$ cat config.mk
export PLATFORM = sky130hd
export DESIGN_NAME = canxl_crc_unit
export DESIGN_NICKNAME = d
export VERILOG_FILES = /design/src/rtl/canxl_crc_unit.sv
export SDC_FILE = /design/constraint.sdc
export NUM_CORES = 1
export LEC_CHECK = 0
export ABC_CLOCK_PERIOD_IN_PS = 5700
export BUFFER_PORTS_ARGS = -buffer_cell sky130_fd_sc_hd__clkbuf_2
export CAP_MARGIN = 20
export CORE_UTILIZATION = 50
export DETAILED_ROUTE_END_ITERATION = 8
export PLACE_DENSITY = 0.76
export RECOVER_POWER = 50
export SLEW_MARGIN = 0
export SYNTH_ARGS = -nofsm -noshare
export SYNTH_HDL_FRONTEND = slang
export SYNTH_SLANG_ARGS = --single-unit
$ cat constraint.sdc
create_clock -name clk -period 5.7 [get_ports clk]
set_clock_uncertainty 0.1 [all_clocks]
set_input_delay 1.14 -clock clk [delete_from_list [all_inputs] [get_ports clk]]
set_output_delay 1.14 -clock clk [all_outputs]
set_load 0.02 [all_outputs]
$ cat src/rtl/canxl_crc_unit.sv
// rtl/canxl_crc_unit.sv - parametrised serial CRC engine with frame FSM and registered compare
//
// Ports:
//   clk, g_rst   clock; asynchronous active-high reset
//   data         serial bit to fold
//   bit_cnt      received-bit counter; a change of value marks a new bit
//   start        begin a frame (re-inits CRC and counters)
//   accum_en     field window; bits are folded only while high
//   stuff_bit    current bit is a stuff bit and is not folded
//   check_req    CRC field complete; compare against rx_crc
//   rx_crc       received CRC field
//   abort        tx/rx success or error; return to IDLE
//   crc_out      running CRC (frozen in DONE)
//   crc_valid    compare verdict available
//   crc_ok       registered compare verdict
//   busy         state is ACCUM
//   bits_folded  bits folded since start, saturating

module canxl_crc_unit #(
  parameter int               CRC_W = 13,
  parameter logic [CRC_W-1:0] POLY  = 13'h19C7,
  parameter logic [CRC_W-1:0] INIT  = '0,
  parameter int               CNT_W = 15
) (
  input  logic             clk,
  input  logic             g_rst,
  input  logic             data,
  input  logic [CNT_W-1:0] bit_cnt,
  input  logic             start,
  input  logic             accum_en,
  input  logic             stuff_bit,
  input  logic             check_req,
  input  logic [CRC_W-1:0] rx_crc,
  input  logic             abort,
  output logic [CRC_W-1:0] crc_out,
  output logic             crc_valid,
  output logic             crc_ok,
  output logic             busy,
  output logic [CNT_W-1:0] bits_folded
);

  typedef enum logic [1:0] {IDLE, ACCUM, DONE} state_t;

  state_t           state;
  logic [CRC_W-1:0] crc;
  logic [CNT_W-1:0] prev_cnt;
  logic             feedback;
  logic [CRC_W-1:0] crc_next;
  logic             strobe;

  // One step of the MSB-first serial LFSR.
  always_comb begin
    feedback = data ^ crc[CRC_W-1];
    crc_next = {crc[CRC_W-2:0], 1'b0} ^ (feedback ? POLY : '0);
  end

  // A new bit is a counter change; prev_cnt tracks every cycle in ACCUM so a
  // held counter value can only ever fold once.
  assign strobe = accum_en && (bit_cnt != prev_cnt) && !stuff_bit;

  always_ff @(posedge clk or posedge g_rst) begin
    if (g_rst) begin
      state       <= IDLE;
      crc         <= INIT;
      crc_valid   <= 1'b0;
      crc_ok      <= 1'b0;
      bits_folded <= '0;
      prev_cnt    <= '0;
    end else if (abort) begin
      state       <= IDLE;
      crc         <= INIT;
      crc_valid   <= 1'b0;
      crc_ok      <= 1'b0;
      bits_folded <= '0;
      prev_cnt    <= bit_cnt;
    end else begin
      case (state)
        IDLE: begin
          crc         <= INIT;
          crc_valid   <= 1'b0;
          crc_ok      <= 1'b0;
          bits_folded <= '0;
          if (start) begin
            state    <= ACCUM;
            prev_cnt <= bit_cnt;
          end
        end
        ACCUM: begin
          prev_cnt <= bit_cnt;
          if (start) begin
            crc         <= INIT;
            bits_folded <= '0;
          end else if (check_req) begin
            // A strobe coinciding with check_req is dropped; compare the
            // CRC as it stands before that bit.
            state     <= DONE;
            crc_valid <= 1'b1;
            crc_ok    <= (crc == rx_crc);
          end else if (strobe) begin
            crc <= crc_next;
            if (bits_folded != '1) begin
              bits_folded <= bits_folded + 1'b1;
            end
          end
        end
        DONE: begin
          if (start) begin
            state       <= ACCUM;
            crc         <= INIT;
            crc_valid   <= 1'b0;
            crc_ok      <= 1'b0;
            bits_folded <= '0;
            prev_cnt    <= bit_cnt;
          end
        end
        default: state <= IDLE;
      endcase
    end
  end

  assign crc_out = crc;
  assign busy    = (state == ACCUM);

endmodule

==> results.cfg, run 1 <==
[worst_setup_path]
worstSetupEndpointType = register
reg2reg_slack_ns = 3.17
r2r_end = crc_out[12]
worstPathCellList = clkbuf_1 -> nor4b_1 -> buf_4 -> nor2_1 -> a21oi_1 -> a21bo_2
worstPathMaxFanout = 13
reg2reg_from = state[1]
crit_path_top_delay_cell = a21oi_1
path_delay_family = compound AO/OA/AOI/OAI gates
required_ns = 5.84
timing.reg2reg.worst_path_depth = 5
critPathMaxStageDelay_ns = 0.80
worstSetupStartpoint = start
worst_ep_arrival_time_ns = 3.22
crit_buf_inv = 2
critical_path_class = input pin to register
worst_setup_path_start_kind = input pin

[floorplanning]
io_pins = 67
core_area_mm2 = 0.00485
die_h_um = 74.1
dieArea_mm2 = 0.00549
fp.dieW_um = 74.1
core.rowCount = 25
start_util = 0.536

[clocking]
root_buffer = clkbuf_8
cts_buffers = 5
postCtsHoldBufs = 0
postCtsSetupBuffers = 0
clock_latency_ns = 0.29
clockBufferDepth = 2
cts_tree = done
clk_pin_slew_ns = 0.08
cts.sinks = 47
ctsResizeCount = 0
htree_levels = 2

[timing]
max_freq_mhz = 324
max_slew_margin = -0.0143
hold_slack_ns = 0.383
drv_slew = 30
timing.final.ws_setup_ns = 2.61
setup_viol = 0
hold_viol = 0
finalCritPeriodShare = 0.541
timing.final.crit_period_ns = 3.09
rsz0062_at_grt = false
fin_setup_tns_ns = 0
worstMarginPinSlew_ns = 1.52

[synth]
yosys_warnings = 0
synth_cells = 252
synth_enable_flop_cells = 0
synth-async-reset-ratio = 1.00
synthAdderAreaFrac = 0.00481
synth.area.top_cells = dfrtp_1, xor2_1, mux2_2
ys_seq_area_frac = 0.453
syn_area_per_cell_um2 = 10.3
synth_compound_area_frac = 0.173
synthFlopType = dfrtp_1
synth_top_area_cell = dfrtp_1
ys_ff_latch = 47
synth_top_area_frac = 0.453
synth-simple-area-share = 0.143
syn-cell-area_mm2 = 0.00260
syn-num-nets = 289
synth_top_family_by_area = compound AO/OA/AOI/OAI gates
synthXorXnorAreaFrac = 0.121
yosysUniqueCellTypes = 43
muxShareOfSynthArea = 0.0650

[pwr]
p_int_uw = 461
seq_power_share = 0.569
powerDensity_mw_per_mm2 = 202
netSwitchingPower_uw = 156
power_leakage_nw = 1.39
power_frac_comb = 0.115
netSwitchingFraction = 0.253
power_frac_clock = 0.316
irDropWorstVdd_v = 0.000140

[global_route]
grt_pass1_vias = 1920
overflow = 0
antenna_found_initial = 0
grt_max_degree = 48
grt_first_pass_wirelength_um = 8850
track_usage = 0.213

[place]
routabilityCongestion = 0.794
place_ws_ns = 2.38
numPortBuffers = 66
dpl.cell_count = 377
hpwlAfterDp_um = 3920

[min_path]
hold_path_class = register to register
holdPathStages = 2
min_delay_worst_endpoint = crc_valid
worstHoldStart = crc_valid

[job]
cap_violations = 1

[cells_and_area]
layout_commonest_cell = clkbuf_2
fin_cells = 386
layout_common_cells = clkbuf_2, dfrtp_1, xor2_1
nets = 355
finish.utilization = 0.630
area_delta_synth_final_pct = 17.5
num_antenna_cells = 0
drive_above_1_share = 0.285

[detailed_routing]
first_iter_violations = 201
wl_per_cell_um = 14.1
vias = 2119
routed_wl_um = 5460
ant_nets = 0
drc = 0
avgViaCountPerCell = 5.49
dr.pass1.iters = 4

[run_status]
violations = max-capacitance violations, max-slew violations
status = complete, but fails checks
-- per-layer routing --
metal / GRT usage / vias up / share of wire
li1: - / 1045 / -
met1: 0.284 / 1013 / 0.48
met2: 0.346 / 54 / 0.47
met3: 0.0420 / 7 / 0.046
met4: 0.0748 / 0 / 0.013
met5: 0 / - / 0
-- sequential cells by signal, summed over array words and instances (netlist names) --
| signal | cells |
|---|---|
| state | 2 |
| prev_cnt | 15 |
| crc_valid | 1 |
| crc_ok | 1 |
| bits_folded | 15 |
| crc_out | 13 |
-- worst max-delay path by stage --
stage / to / cells past startpoint
6_report: crc_out[12] / 6
5_1_grt: prev_cnt[2] / 3
4_1_cts: crc_out[12] / 7
3_5_place_dp: crc_out[12] / 7
3_3_place_gp: crc_out[12] / 7
2_1_floorplan: bits_folded[13] / 7
-- final cells by class --
type	count	area [um^2]
clock inverters	3	15.0
clock buffers	5	68.8
fillers	412	1800
multi-input cells	181	1310
repair buffers	70	348
well taps	67	83.8
inverters	13	48.8
flip-flops and latches	47	1180
-- cells in the mapped netlist, types with 2 or more instances --
cell and instances:
inv_1 13, o21ai_0 5, and3_1 8, a31oi_1 15
nor3_1 6, xnor2_1 16, nand2_1 9, nand3_1 5
mux2_2 15, nor4_1 5, xor2_1 20, nand2b_1 5
a21oi_1 11, dfrtp_1 47, nor2b_1 3, and2_1 2
nand4_1 6, nor2_1 12, o2bb2ai_1 12, clkbuf_1 7
o21ai_1 3, o211a_1 2, o21a_1 5
-- kinds of logic (layout without fill, tap and decap cells) --
| kind of cell | count (synthesis) | count (layout) |
|---|---|---|
| adder cells (fa/ha/maj) | 1 | 1 |
| XOR/XNOR | 36 | 36 |
| flip-flops | 47 | 47 |
| AO/OA/AOI/OAI | 62 | 62 |
| AND/OR/NAND/NOR | 67 | 67 |
| multiplexers | 15 | 15 |
| buffers and inverters | 24 | 91 |
-- power by group through the flow --
| stage | clock network, mW | registers, mW | logic, mW |
|---|---|---|---|
| after global placement | 0 | 0.357 | 0.0708 |
| after CTS | 0.199 | 0.351 | 0.0725 |
| final | 0.195 | 0.351 | 0.0706 |
| after global routing | 0.214 | 0.352 | 0.0787 |
| after floorplan | 0 | 0.356 | 0.0469 |
| after detailed placement | 0 | 0.357 | 0.0721 |
-- stage by stage --
stage / area [um^2] / total power [mW]
after global placement: 2980 / 0.427
after CTS: 3060 / 0.622
after global routing: 3050 / 0.644
final: 3050 / 0.616
after floorplan: 2600 / 0.403
after detailed placement: 2980 / 0.430
-- worst register-to-register path: cells and delay by family, from the launching register on --
family	cells	cell delay, ns
flops	1	0.46
compound gates	2	1.06
simple gates	2	0.58
buf+inv	1	0.27
No activity file was read; power rests on OpenSTA's default activity.
==> run 2, diff against run 1 <==
- ABC_CLOCK_PERIOD_IN_PS: 5700 -> 3000
- clock period: 5.7 -> 3 ns (I/O delays scaled with it)
==> run 2 against run 1 <==
  * Sequential power up 90%
  * Register-to-register slack worse by 2.8 ns
  * Critical endpoint unchanged
  * Final cell count down 0.26%
  * Critical path depth unchanged
  * Highest routed layer unchanged
  * Cell area up 1.0%
  * Sequential cell count unchanged
  * The flow now finishes without violations
  * Worst setup slack worse by 2.2 ns
  * Via count up 0.19%
  * First-iteration DRC count down 37%
  * Total power up 100%
  * Core utilization up 0.65 points
==> results.cfg, run 2 (same netlist as run 1, synthesis figures left out) <==
[global_route]
antenna_found_initial = 0
grt_first_pass_wirelength_um = 8790
grt_max_degree = 48
grt_pass1_vias = 1885
overflow = 0
track_usage = 0.212

[place]
hpwlAfterDp_um = 3960
numPortBuffers = 66
routabilityCongestion = 0.800

[cells_and_area]
num_antenna_cells = 0
fillCellCount = 435
layout_commonest_cell = clkbuf_2
nets = 355
drive_above_1_share = 0.261
layout_common_cells = clkbuf_2, dfrtp_1, xor2_1
area_delta_synth_final_pct = 18.7

[detailed_routing]
routed_wl_um = 5500
wl_per_cell_um = 14.3
dr.pass1.iters = 4
first_iter_violations = 127
avgViaCountPerCell = 5.51
ant_nets = 0
drc = 0
vias = 2123

[timing]
hold_viol = 0
max_freq_mhz = 385
drv_slew = 0
finalCritPeriodShare = 0.865
setup_viol = 0
worstMarginPinSlew_ns = 1.06
max_slew_margin = 0.291
timing.final.crit_period_ns = 2.59
rsz0062_at_grt = false
hold_slack_ns = 0.279
fin_setup_tns_ns = 0

[clocking]
htree_levels = 2
clockBufferDepth = 2
clk_pin_slew_ns = 0.08
postCtsSetupBuffers = 0
cts_tree = done
root_buffer = clkbuf_8
cts.sinks = 47
cts_buffers = 5
clock_latency_ns = 0.30
ctsResizeCount = 0
postCtsHoldBufs = 0

[worst_setup_path]
worst_ep_arrival_time_ns = 2.73
critical_path_class = input pin to register
timing.reg2reg.worst_path_depth = 5
worstSetupEndpointType = register
worst_setup_path_start_kind = input pin
worstPathMaxFanout = 13
required_ns = 3.14

[floorplanning]
fp.dieW_um = 74.1
die_h_um = 74.1
dieArea_mm2 = 0.00549
core_area_mm2 = 0.00485
core.rowCount = 25
io_pins = 67
start_util = 0.536

[pwr]
power_leakage_nw = 1.38
irDropWorstVdd_v = 0.000240
powerDensity_mw_per_mm2 = 405

[job]
cap_violations = 0

[min_path]
hold_path_class = input pin to asynchronous set/reset pin

[run_status]
status = complete, no violations
==> run 2: changes by cell type in the layout (fill, tap and decap cells not counted) <==
cell / delta
clkinv_2: -3
nor4b_1: -1
buf_12: +1
nor4b_2: +1
bufinv_16: +1
clkbuf_2: -8
clkbuf_1: +8
==> run 2: through the flow <==
stage	total power [mW]	cell area [um^2]	setup WS, ns	util	std cells
3_5_place_dp	0.817	2980	0.349	0.615	377
3_3_place_gp	0.813	2980	0.443	0.615	377
2_1_floorplan	0.765	2600	0.781	-	252
4_1_cts	1.26	3080	0.619	0.636	384
5_1_grt	1.30	3080	0.243	0.636	385
6_report	1.25	3080	0.406	0.636	385
==> run 2: critical path, stage by stage <==
cell	delay, ns
clkbuf_2	0.14
nor4b_2	0.26
clkbuf_1	0.45
nor2_1	0.17
a21oi_1	0.85
a21bo_2	0.26
==> run 2: layer usage <==
metal  routed length (um)  track usage  up-vias
met4                   85       0.0705        0
met2                 2650        0.343       80
met5                    0            0        -
li1                     -            -     1034
met1                 2440        0.280      999
met3                  316       0.0528       10
==> run 2: cell type report <==
class                      count  area [um^2]  share of cell area
clock inverter                 1         30.0             0.00974
tap                           67         83.8              0.0272
inverter                      13         48.8              0.0158
multi-input combinational    181         1320               0.428
clock buffer                   6         72.6              0.0235
sequential                    47         1180               0.381
timing repair buffer          70          354               0.115
==> run 2: path summary, 6_finish.rpt <==
| check | startpoint | to | slack [ns] |
|---|---|---|---|
| max | start | crc_out[12] | 0.41 |
| min in group clk | crc_valid | crc_valid | 0.38 |
| max reg2reg | state[1] | crc_out[12] | 0.41 |
| min | g_rst | prev_cnt[10] | 0.28 |
| min reg2reg | crc_valid | crc_valid | 0.38 |
| max in group asynchronous | g_rst | crc_ok | 1.91 |
==> run 2: report_power, final <==
| group | leakage, nW | switching [mW] | internal, mW |
|---|---|---|---|
| clock | 0.0513 | 0.200 | 0.244 |
| sequential | 0.620 | 0.0146 | 0.652 |
| combinational | 0.705 | 0.0728 | 0.0662 |
==> run 3, diff against run 2 <==
- GPL_TIMING_DRIVEN: default -> 0
==> run 3 against run 2 <==
  * First-iteration DRC count increased by 18%
  * Critical path depth did not move
  * Via count up 1.9%
  * Worst hold slack gained 0.075 ns
  * Worst setup slack better by 0.21 ns
  * Count of clock-buffer cells in the layout is the same
  * Total power is 0.21% higher
==> results.cfg, run 3 (same netlist as run 1, synthesis figures left out) <==
[floorplanning]
core.rowCount = 25
io_pins = 67
fp.dieW_um = 74.1
core_area_mm2 = 0.00485
die_h_um = 74.1
dieArea_mm2 = 0.00549
start_util = 0.536

[place]
dpl.cell_count = 386
numPortBuffers = 66
place_ws_ns = 0.438
hpwlAfterDp_um = 4290
routabilityCongestion = 0.821

[timing]
finalCritPeriodShare = 0.793
timing.final.ws_setup_ns = 0.620
fin_setup_tns_ns = 0
rsz0062_at_grt = false
setup_viol = 0
timing.final.crit_period_ns = 2.38
max_freq_mhz = 420
hold_slack_ns = 0.354
drv_slew = 0
worstMarginPinSlew_ns = 1.32
hold_viol = 0
max_slew_margin = 0.118

[clocking]
clk_pin_slew_ns = 0.08
postCtsSetupBuffers = 0
cts.sinks = 47
clock_latency_ns = 0.30
htree_levels = 2
ctsResizeCount = 0
clockBufferDepth = 2
postCtsHoldBufs = 0
cts_tree = done
cts_buffers = 5
root_buffer = clkbuf_8

[detailed_routing]
ant_nets = 0
vias = 2163
first_iter_violations = 150
dr.pass1.iters = 4
wl_per_cell_um = 14.4
routed_wl_um = 5660
avgViaCountPerCell = 5.50
drc = 0

[pwr]
fin_total_pwr_mw = 1.25
power_frac_clock = 0.359
power_leakage_nw = 1.38
p_int_uw = 961
powerDensity_mw_per_mm2 = 404
irDropWorstVdd_v = 0.000280
power_frac_comb = 0.110
seq_power_share = 0.531
netSwitchingFraction = 0.232
netSwitchingPower_uw = 291

[global_route]
grt_first_pass_wirelength_um = 9230
grt_pass1_vias = 2052
track_usage = 0.223
overflow = 0
antenna_found_initial = 0
grt_max_degree = 25

[worst_setup_path]
critical_path_class = register to register
critPathMaxStageDelay_ns = 0.64
worst_setup_path_start_kind = register
worst_ep_arrival_time_ns = 2.45
crit_top_cell = clkbuf_1
required_ns = 3.07
crit_path_top_delay_cell = a2111oi_4
worstPathMaxFanout = 10
worstPathCellList = clkbuf_1 -> nand2b_1 -> a2111oi_4 -> a21oi_1 -> clkbuf_1 -> o2bb2ai_1
worstSetupEndpointType = register

[cells_and_area]
layout_common_cells = clkbuf_2, dfrtp_1, clkbuf_1
num_antenna_cells = 0
seqCellArea_mm2 = 0.00118
layout_commonest_cell = clkbuf_2
fin_cells = 393
nets = 363
area_delta_synth_final_pct = 19.4
drive_above_1_share = 0.252
multi_input_area_mm2 = 0.00132
fillCellCount = 417

[run_status]
status = complete, no violations

[min_path]
hold_path_class = input pin to asynchronous set/reset pin

[job]
cap_violations = 0
[run 3: cell types whose count changed in the layout (fill, tap and decap cells not counted)]
cell | previous run | this run
buf_4 | 2 | 1
buf_6 | 0 | 1
clkbuf_1 | 14 | 23
buf_12 | 1 | 0
[run 3: path summary, 6_finish.rpt]
| path | startpoint | end | slack (ns) | depth (start not counted) |
|---|---|---|---|---|
| min in group clk | crc_ok | crc_ok | 0.40 | 2 |
| max in group asynchronous | g_rst | crc_ok | 0.74 | 3 |
| max reg2reg | state[0] | crc_out[2] | 0.62 | 6 |
| min reg2reg | crc_ok | crc_ok | 0.40 | 2 |
| max | state[0] | crc_out[2] | 0.62 | 6 |
| min | g_rst | prev_cnt[7] | 0.35 | 2 |
[run 3: layer usage]
layer | GRT usage | part of all wire | wire [um]
met3 | 0.0583 | 0.048 | 270
met2 | 0.369 | 0.49 | 2750
met5 | 0 | 0 | 0
met1 | 0.285 | 0.45 | 2580
met4 | 0.0769 | 0.011 | 61
[run 3: metrics by stage]
| step | cell area [um^2] | util |
|---|---|---|
| after floorplan | 2600 | - |
| after global placement | 3010 | 0.621 |
| after detailed placement | 3030 | 0.626 |
| after CTS | 3140 | 0.647 |
| after global routing | 3100 | 0.640 |
| final | 3100 | 0.640 |
[run 3: power by group through the flow]
stage / Combinational, mW / Clock [mW] / Sequential [mW]
floorplan: 0.0891 / 0 / 0.676
global placement: 0.138 / 0 / 0.676
detailed placement: 0.144 / 0 / 0.678
CTS: 0.145 / 0.455 / 0.665
global route: 0.156 / 0.476 / 0.667
finish: 0.138 / 0.449 / 0.665
[run 3: layout make-up]
| type | instances | area share |
|---|---|---|
| plain buffers | 11 | 0.0173 |
| flip-flops and latches | 47 | 0.379 |
| repair buffers | 67 | 0.102 |
| multi-input cells | 181 | 0.425 |
| clock buffers | 6 | 0.0234 |
| inverters | 13 | 0.0157 |
| clock inverters | 1 | 0.00968 |
| well taps | 67 | 0.0270 |
[run 3: critical path: cells and delay by family, from the launching register on]
kind                   cells  cell delay, ns
and+or+nand+nor            1            0.24
AOI/OAI and AO/OA          3            1.09
DFF                        1            0.36
buffers and inverters      2            0.47
